## config.mk

```make
export PLATFORM = sky130hd
export DESIGN_NAME = dice_game_ctrl
export DESIGN_NICKNAME = d
export VERILOG_FILES = /design/src/rtl/dice_game_ctrl.sv
export SDC_FILE = /design/constraint.sdc
export NUM_CORES = 1
export LEC_CHECK = 0
export ABC_CLOCK_PERIOD_IN_PS = 3200
export BUFFER_PORTS_ARGS = -buffer_cell sky130_fd_sc_hd__buf_2
export CORE_AREA = 5 5 59 82
export CTS_CLUSTER_DIAMETER = 150
export CTS_CLUSTER_SIZE = 16
export DETAILED_ROUTE_END_ITERATION = 10
export DIE_AREA = 0 0 64 87
export PLACE_DENSITY_LB_ADDON = 0.05
export SLEW_MARGIN = 20
export SYNTH_ARGS = -nofsm -noshare
export SYNTH_HDL_FRONTEND = slang
export SYNTH_SLANG_ARGS = --single-unit
```

## constraint.sdc

```tcl
create_clock -name clk -period 3.2 [get_ports clk]
set_clock_uncertainty 0.1 [all_clocks]
set_input_delay 0.64 -clock clk [delete_from_list [all_inputs] [get_ports clk]]
set_output_delay 0.64 -clock clk [all_outputs]
set_load 0.05 [all_outputs]
```

## src/rtl/dice_game_ctrl.sv

```systemverilog
// Two-player dice game sequencer: grants the shared dice to the player whose
// turn it is, scores settled throws, alternates turns and declares a winner.
module dice_game_ctrl #(
    parameter int MIN_ROLL = 4,
    parameter int TARGET   = 20
) (
    input  logic       clk,
    input  logic       rst_n,
    input  logic       btn_a,
    input  logic       btn_b,
    input  logic       new_game,
    input  logic [2:0] throw,
    output logic       roll,
    output logic       turn,
    output logic [5:0] score_a,
    output logic [5:0] score_b,
    output logic [2:0] last_throw,
    output logic       throw_valid,
    output logic       winner_valid,
    output logic       winner
);

    localparam int CW = $clog2(MIN_ROLL + 1);

    typedef enum logic [2:0] {IDLE, ROLL, SETTLE, CHECK, WIN} state_t;

    state_t        state_reg, state_next;
    logic [CW-1:0] cnt_reg, cnt_next;
    logic          turn_reg, turn_next;
    logic [5:0]    score_a_reg, score_a_next;
    logic [5:0]    score_b_reg, score_b_next;
    logic [2:0]    last_reg, last_next;
    logic          winner_reg, winner_next;

    logic          active_btn;
    logic [5:0]    cur_score;
    logic [2:0]    face;
    logic [6:0]    sum;
    logic [5:0]    sat_score;

    assign active_btn = turn_reg ? btn_b : btn_a;
    assign cur_score  = turn_reg ? score_b_reg : score_a_reg;
    // Faces 0 and 7 are not real dice values; count them as a 1.
    assign face       = (throw == 3'd0 || throw == 3'd7) ? 3'd1 : throw;
    assign sum        = {1'b0, cur_score} + {4'b0000, face};
    assign sat_score  = (sum > 7'd63) ? 6'd63 : sum[5:0];

    always_ff @(posedge clk or negedge rst_n) begin
        if (!rst_n) begin
            state_reg   <= IDLE;
            cnt_reg     <= '0;
            turn_reg    <= 1'b0;
            score_a_reg <= 6'd0;
            score_b_reg <= 6'd0;
            last_reg    <= 3'd0;
            winner_reg  <= 1'b0;
        end else begin
            state_reg   <= state_next;
            cnt_reg     <= cnt_next;
            turn_reg    <= turn_next;
            score_a_reg <= score_a_next;
            score_b_reg <= score_b_next;
            last_reg    <= last_next;
            winner_reg  <= winner_next;
        end
    end

    always_comb begin
        state_next   = state_reg;
        cnt_next     = cnt_reg;
        turn_next    = turn_reg;
        score_a_next = score_a_reg;
        score_b_next = score_b_reg;
        last_next    = last_reg;
        winner_next  = winner_reg;

        if (new_game) begin
            state_next   = IDLE;
            cnt_next     = '0;
            turn_next    = 1'b0;
            score_a_next = 6'd0;
            score_b_next = 6'd0;
            last_next    = 3'd0;
            winner_next  = 1'b0;
        end else begin
            case (state_reg)
                IDLE: begin
                    if (active_btn) begin
                        state_next = ROLL;
                        cnt_next   = '0;
                    end
                end
                ROLL: begin
                    if (int'(cnt_reg) < MIN_ROLL) begin
                        cnt_next = cnt_reg + 1'b1;
                    end
                    if (!active_btn && (int'(cnt_reg) + 1 >= MIN_ROLL)) begin
                        state_next = SETTLE;
                    end
                end
                SETTLE: begin
                    last_next = face;
                    if (turn_reg) begin
                        score_b_next = sat_score;
                    end else begin
                        score_a_next = sat_score;
                    end
                    state_next = CHECK;
                end
                CHECK: begin
                    if (int'(cur_score) >= TARGET) begin
                        state_next  = WIN;
                        winner_next = turn_reg;
                    end else begin
                        state_next = IDLE;
                        // A six earns the same player another throw.
                        if (last_reg != 3'd6) begin
                            turn_next = ~turn_reg;
                        end
                    end
                end
                WIN: begin
                    state_next = WIN;
                end
                default: begin
                    state_next = IDLE;
                end
            endcase
        end
    end

    assign roll         = (state_reg == ROLL);
    assign throw_valid  = (state_reg == CHECK);
    assign winner_valid = (state_reg == WIN);
    assign turn         = turn_reg;
    assign score_a      = score_a_reg;
    assign score_b      = score_b_reg;
    assign last_throw   = last_reg;
    assign winner       = winner_reg;

endmodule

```

**Word level (Yosys, flattened, before mapping)**

Index checks and enable logic that the tools add are counted.

- $add $sub $neg: 3
- Muxes and demuxes: 28
- Equality and inequality tests: 11
- Reductions and logical operators: 17
- Shifts and indexed selects: 0
- Magnitude comparators: 4
- $mul: 0
- Bitwise gates (word level): 1
- Divide/modulo/power cells: 0

Operators by type and width:

| operator | number |
|---|---|
| $mux 6 | 8 |
| $mux 3 | 10 |
| $pmux 3 s5 | 1 |
| $reduce_bool 2->1 | 5 |
| $mux 1 | 8 |
| $reduce_and 2->1 | 4 |
| $add 6x3->7 | 1 |
| $gt 7x6->1 const B | 1 |
| $eq 3x2->1 const B | 2 |
| $eq 3x3->1 const B | 2 |
| $ge 6x5->1 const B | 1 |
| $logic_not 3->1 | 2 |
| $ne 3x2->1 const B | 2 |
| $ne 3x3->1 const B | 2 |
| $pmux 3 s2 | 1 |
| $reduce_and 3->1 | 2 |
| $add 3x1->4 const B | 1 |
| $ge 4x3->1 const B | 1 |
| $ne 2x2->1 const B | 2 |
| $add 3x1->3 const B | 1 |
| $eq 3x1->1 const B | 1 |
| $lt 3x3->1 const B | 1 |
| $reduce_bool 3->1 | 1 |
| $logic_and 1x1->1 | 1 |
| 3 further kinds | 3 |

- Output and inout bits: 20
- Memories: 0
- Bits in writable memories: 0
- Latch bits: 0
- Logic and storage cells: 71
- Flip-flop bits (word level): 23
- Memory bits (read-only): 0
- Input bits: 8

**Logic depth before layout (Yosys ltp)**

- Depth after elaboration: 9
- Mapped depth: 9
- Gate-level depth less buffers: 7

**Worst setup path before layout**

Ideal clock, no wire load.

- Path kind: register -> register
- From: register turn_reg, in the netlist turn
- To: register score_a_reg[4], in the netlist score_a[4]
- Data required time: 2.979 ns
- Clock period less this slack: 2.909 ns
- Path slack: 0.291 ns
- Stages on the path, launching flop included: 10
- Data arrival time: 2.688 ns
- Path buffers: 2
- Setup time: 0.121 ns
- Cell sequence: dfrtp_1 -> buf_6 -> buf_2 -> mux2_2 -> ha_1 -> fa_1 -> a21oi_1 -> nor2_1 -> mux2_2 -> a22o_1

- Cells in the longest elaborated chain, start to end: 7
- Elaborated cells on any way between the ends: 9
- Classes of those cells: add/sub (1); order compare (1); eq/ne (1); mux (5); reduce/logical (1)

Ends and longest elaborated chain:

| item | RTL line | RTL |
|---|---|---|
| from (decl) | 29 | `logic turn_reg, turn_next;` |
| from (signal assigned) | 60 | `turn_reg <= turn_next;` |
| $mux 6 | 42 | `assign cur_score = turn_reg ? score_b_reg : score_a_reg;` |
| $add 6x3->7 | 45 | `assign sum = {1'b0, cur_score} + {4'b0000, face};` |
| $gt 7x6->1 | 46 | `assign sat_score = (sum > 7'd63) ? 6'd63 : sum[5:0];` |
| $mux 6 | 46 |  |
| $mux 6 | 103 | `if (turn_reg) begin` |
| $mux 6 | 86 | `case (state_reg)` |
| $mux 6 | 77 | `if (new_game) begin` |
| to (signal assigned) | 61 | `score_a_reg <= score_a_next;` |
| to (decl) | 30 | `logic [5:0] score_a_reg, score_a_next;` |

Parallel ways exist; a longest one is shown, timed or not. The select of a mux whose other input is x is not followed.
A chain may end at the register's enable or synchronous reset.

**Final worst setup path**

Ends and elaborated chain as after synthesis.

==> insert_results.sql <==
INSERT INTO impl_metrics (metric_group, metric, value, unit) VALUES
('cells_and_area', 'antennaDiodeCount', '0', ''),
('sta', 'maxClockFrequency', '391', 'MHz'),
('synth', 'yosys_register_bits', '23', ''),
('sta', 'timing.setup.tns', '0', 'ns'),
('detailed_routing', 'length_of_routed_met2_wiring', '1.82', 'mm'),
('global_routing', 'grt.total_usage', '13.5', '%'),
('cts', 'cts_resized', '0', ''),
('detailed_routing', 'routed_wire_length_per_instance', '15.8', 'um'),
('synth', 'synth_edf_count', '0', ''),
('cts', 'cts_max_path_buffers', '2', ''),
('worst_setup_path', 'arrival', '2.60', 'ns'),
('cts', 'clkLatencyLatePin', '0.26', 'ns'),
('power_and_ir_drop', 'power_density', '510', 'mW/mm2'),
('worst_setup_path', 'cp_cell_sequence', 'buf_4, mux2_2, ha_1, a21oi_1, nor2_1, mux2_2, a22o_1', ''),
('cts', 'post_cts_buffers', '0', ''),
('floorplanning', 'initial_core_util', '34.7', '%'),
('synth', 'synth-seq-area-share', '40.4', '%'),
('cells_and_area', 'number_of_nets_in_the_layout', '185', ''),
('power_and_ir_drop', 'vdd_drop_max', '0.232', 'mV'),
('place', 'gp_weighted_congestion', '0.713', ''),
('worst_setup_path', 'worstSetupEndpointType', 'flip-flop', ''),
('floorplanning', 'std_cell_rows', '28', ''),
('cts', 'holdBufCountCts', '0', ''),
('flow_run', 'timing.max_cap.violations', '0', ''),
('power_and_ir_drop', 'power.static_leakage', '0.755', 'nW'),
('floorplanning', 'die-width', '64', 'um'),
('detailed_routing', 'detail_route.vias_per_cell', '5.53', ''),
('global_routing', 'first_global_vias', '1253', ''),
('cells_and_area', 'syn_to_final_growth', '14.5', '%'),
('sta', 'final_slew_violations', '0', ''),
('synth', 'post_synth_num_cell_types', '44', ''),
('detailed_routing', '1st_iter_drt_viols', '75', ''),
('worst_setup_path', 'critPathKind', 'flip-flop to flip-flop', ''),
('cells_and_area', 'fillerInstances', '423', ''),
('global_routing', 'grt_start_max_net_pins', '24', ''),
('floorplanning', 'design.portCount', '28', ''),
('detailed_routing', 'post-route-drc-count', '0', ''),
('cts', 'cts.htree.levels', '1', ''),
('place', 'post_dp_cell_area', '0.00158', 'mm2'),
('detailed_routing', 'route.antenna.remaining_nets', '0', ''),
('place', 'dp_hpwl', '2.59', 'mm'),
('cts', 'clkSlewWorstSetupHoldPaths', '0.09', 'ns'),
('synth', 'syn_nets', '159', ''),
('worst_setup_path', 'crit_path_max_fanout', '15', ''),
('detailed_routing', 'maxUsedRoutingLayer', 'met4', ''),
('cts', 'cts.sink_count', '23', ''),
('sta', 'relSlewSlack', '61.5', '%'),
('detailed_routing', 'wl_met1', '1.48', 'mm'),
('worst_setup_path', 'critical_path.startpoint_type', 'flip-flop', ''),
('cts', 'cts_tree', 'yes', ''),
('synth', 'synth.cell_area', '0.00142', 'mm2'),
('global_routing', 'overflow', '0', ''),
('cells_and_area', 'post-route-cell-area', '0.00163', 'mm2'),
('hold_path', 'min_path_type', 'input pin to async pin', ''),
('cells_and_area', 'multiInputGateArea', '802', 'um2'),
('synth', 'syn-mean-instance-area', '9.75', 'um2'),
('sta', 'final_hold_viol_count', '0', ''),
('worst_setup_path', 'critPathMaxStageDelay', '0.45', 'ns'),
('synth', 'ys.warnings.count', '0', ''),
('detailed_routing', 'met3RoutedLength', '91', 'um'),
('floorplanning', 'die_area', '0.00557', 'mm2'),
('worst_setup_path', 'critical_path.slowest_cell', 'sky130_fd_sc_hd__dfrtp_1', ''),
('floorplanning', 'fp.coreArea', '0.00410', 'mm2'),
('status', 'run_status', 'complete, no violations', ''),
('sta', 'post-route-min-period', '2.56', 'ns'),
('cts', 'clockRootBuffer', 'sky130_fd_sc_hd__clkbuf_8', ''),
('floorplanning', 'dieHeight', '87', 'um'),
('detailed_routing', 'firstDrtPassIters', '4', ''),
('cells_and_area', 'regArea', '576', 'um2'),
('global_routing', 'wire_length_of_the_first_global_routing_pass', '6.07', 'mm'),
('sta', 'layout_worst_path_cycle_share', '79.9', '%');
## final cells by class
class | instances | share of cell area [%]
multi-input cells | 114 | 49.2
inverters | 2 | 0.460
well taps | 45 | 3.45
flip-flops and latches | 23 | 35.3
clock inverters | 1 | 0.307
clock buffers | 3 | 2.53
repair buffers | 28 | 8.75
## Yosys cell counts, drive strengths merged (2+ instances only)
library cell	n	area share, %
a211oi	2	1.1
a21boi	3	1.6
a21o	2	1.1
a21oi	9	3.7
a22o	5	3.1
a22oi	2	1.1
a32o	2	1.4
and2	3	1.3
buf	3	1.7
clkbuf	4	1.1
dfrtp	23	40
ha	4	3.5
inv	2	0.53
mux2	7	5.5
mux2i	7	5.8
nand2	13	3.4
nand2b	3	1.3
nand3	2	0.70
nand4	2	0.88
nor2	14	3.7
nor3	3	1.1
nor3b	2	1.8
o21ai	11	3.9
o21bai	2	1.1
or2	3	1.3
xnor2	2	1.2
## layout by cell type, fill, tap and decap left out, types with 2 or more instances in the layout
| cell type | netlist | routed |
|---|---|---|
| sky130_fd_sc_hd__nand4_1 | 2 | 2 |
| sky130_fd_sc_hd__buf_2 | 1 | 27 |
| sky130_fd_sc_hd__or2_1 | 2 | 2 |
| sky130_fd_sc_hd__mux2_2 | 7 | 7 |
| sky130_fd_sc_hd__nand3_1 | 2 | 2 |
| sky130_fd_sc_hd__clkbuf_8 | 0 | 3 |
| sky130_fd_sc_hd__a21o_1 | 2 | 2 |
| sky130_fd_sc_hd__xnor2_1 | 2 | 2 |
| sky130_fd_sc_hd__ha_1 | 4 | 4 |
| sky130_fd_sc_hd__a22o_1 | 5 | 5 |
| sky130_fd_sc_hd__o21ai_0 | 5 | 5 |
| sky130_fd_sc_hd__o21bai_1 | 2 | 2 |
| sky130_fd_sc_hd__a32o_1 | 2 | 2 |
| sky130_fd_sc_hd__nand2_1 | 13 | 13 |
| sky130_fd_sc_hd__a22oi_1 | 2 | 2 |
| sky130_fd_sc_hd__a21oi_1 | 7 | 7 |
| sky130_fd_sc_hd__and2_1 | 3 | 3 |
| sky130_fd_sc_hd__nor2_1 | 14 | 14 |
| sky130_fd_sc_hd__a21boi_0 | 3 | 3 |
| sky130_fd_sc_hd__mux2i_1 | 6 | 6 |
| sky130_fd_sc_hd__a21oi_2 | 2 | 2 |
| sky130_fd_sc_hd__dfrtp_1 | 23 | 23 |
| sky130_fd_sc_hd__a211oi_1 | 2 | 2 |
| sky130_fd_sc_hd__nor3_1 | 3 | 3 |
| sky130_fd_sc_hd__nand2b_1 | 3 | 3 |
| sky130_fd_sc_hd__inv_1 | 2 | 2 |
| sky130_fd_sc_hd__o21ai_1 | 6 | 6 |
## metal layers
| metal | up-vias | global-route usage, % |
|---|---|---|
| met5 | - | 0 |
| met4 | 0 | 3.40 |
| met3 | 2 | 2.33 |
| met2 | 14 | 24.7 |
| met1 | 594 | 16.0 |
| li1 | 585 | - |
## through the flow
step	hold slack (ns)	power [W]	utilization, %	instances	setup WS [ns]
2_1_floorplan	0.244	0.000584	-	146	0.291
3_3_place_gp	0.394	0.000658	38.6	212	0.640
3_5_place_dp	0.393	0.000660	38.6	212	0.590
4_1_cts	0.258	0.000844	39.8	216	0.653
5_1_grt	0.277	0.000891	39.8	216	0.515
6_report	0.242	0.000831	39.8	216	0.644
## report_power, final
group / switching [W] / leakage [nW] / total (W) / internal [W]
logic: 0.000201 / 0.418 / 0.000295 / 0.0000936
registers: 0.0000374 / 0.312 / 0.000357 / 0.000319
clock network: 0.0000930 / 0.0255 / 0.000180 / 0.0000867
## worst max-delay path, delay by kind of cell, from the launching register on
kind	cells	cell delay, ns
buf+inv	1	0.28
flops	1	0.45
compound gates	2	0.32
fa+ha+maj	1	0.40
mux	2	0.73
simple gates	1	0.16
## cells by family after synthesis
kind of cell / share of synthesized area (%)
flip-flops: 40.4
buffers and inverters: 3.25
multiplexers: 11.3
AO/OA/AOI/OAI: 20.8
AND/OR/NAND/NOR: 18.0
adder cells (fa/ha/maj): 4.92
XOR/XNOR: 1.23
## final timing paths
kind | startpoint | to | slack (ns) | cells past startpoint
hold / removal | rst_n | winner | 0.24 | 1
hold reg to reg | score_b[0] | score_b[0] | 0.41 | 2
max in group asynchronous | rst_n | cnt_reg[1] | 2.40 | 1
min in group clk | score_b[0] | score_b[0] | 0.41 | 2
setup / recovery | turn | score_a[4] | 0.64 | 7
setup reg to reg | turn | score_a[4] | 0.64 | 7
Power figures use the tool's default switching activity.
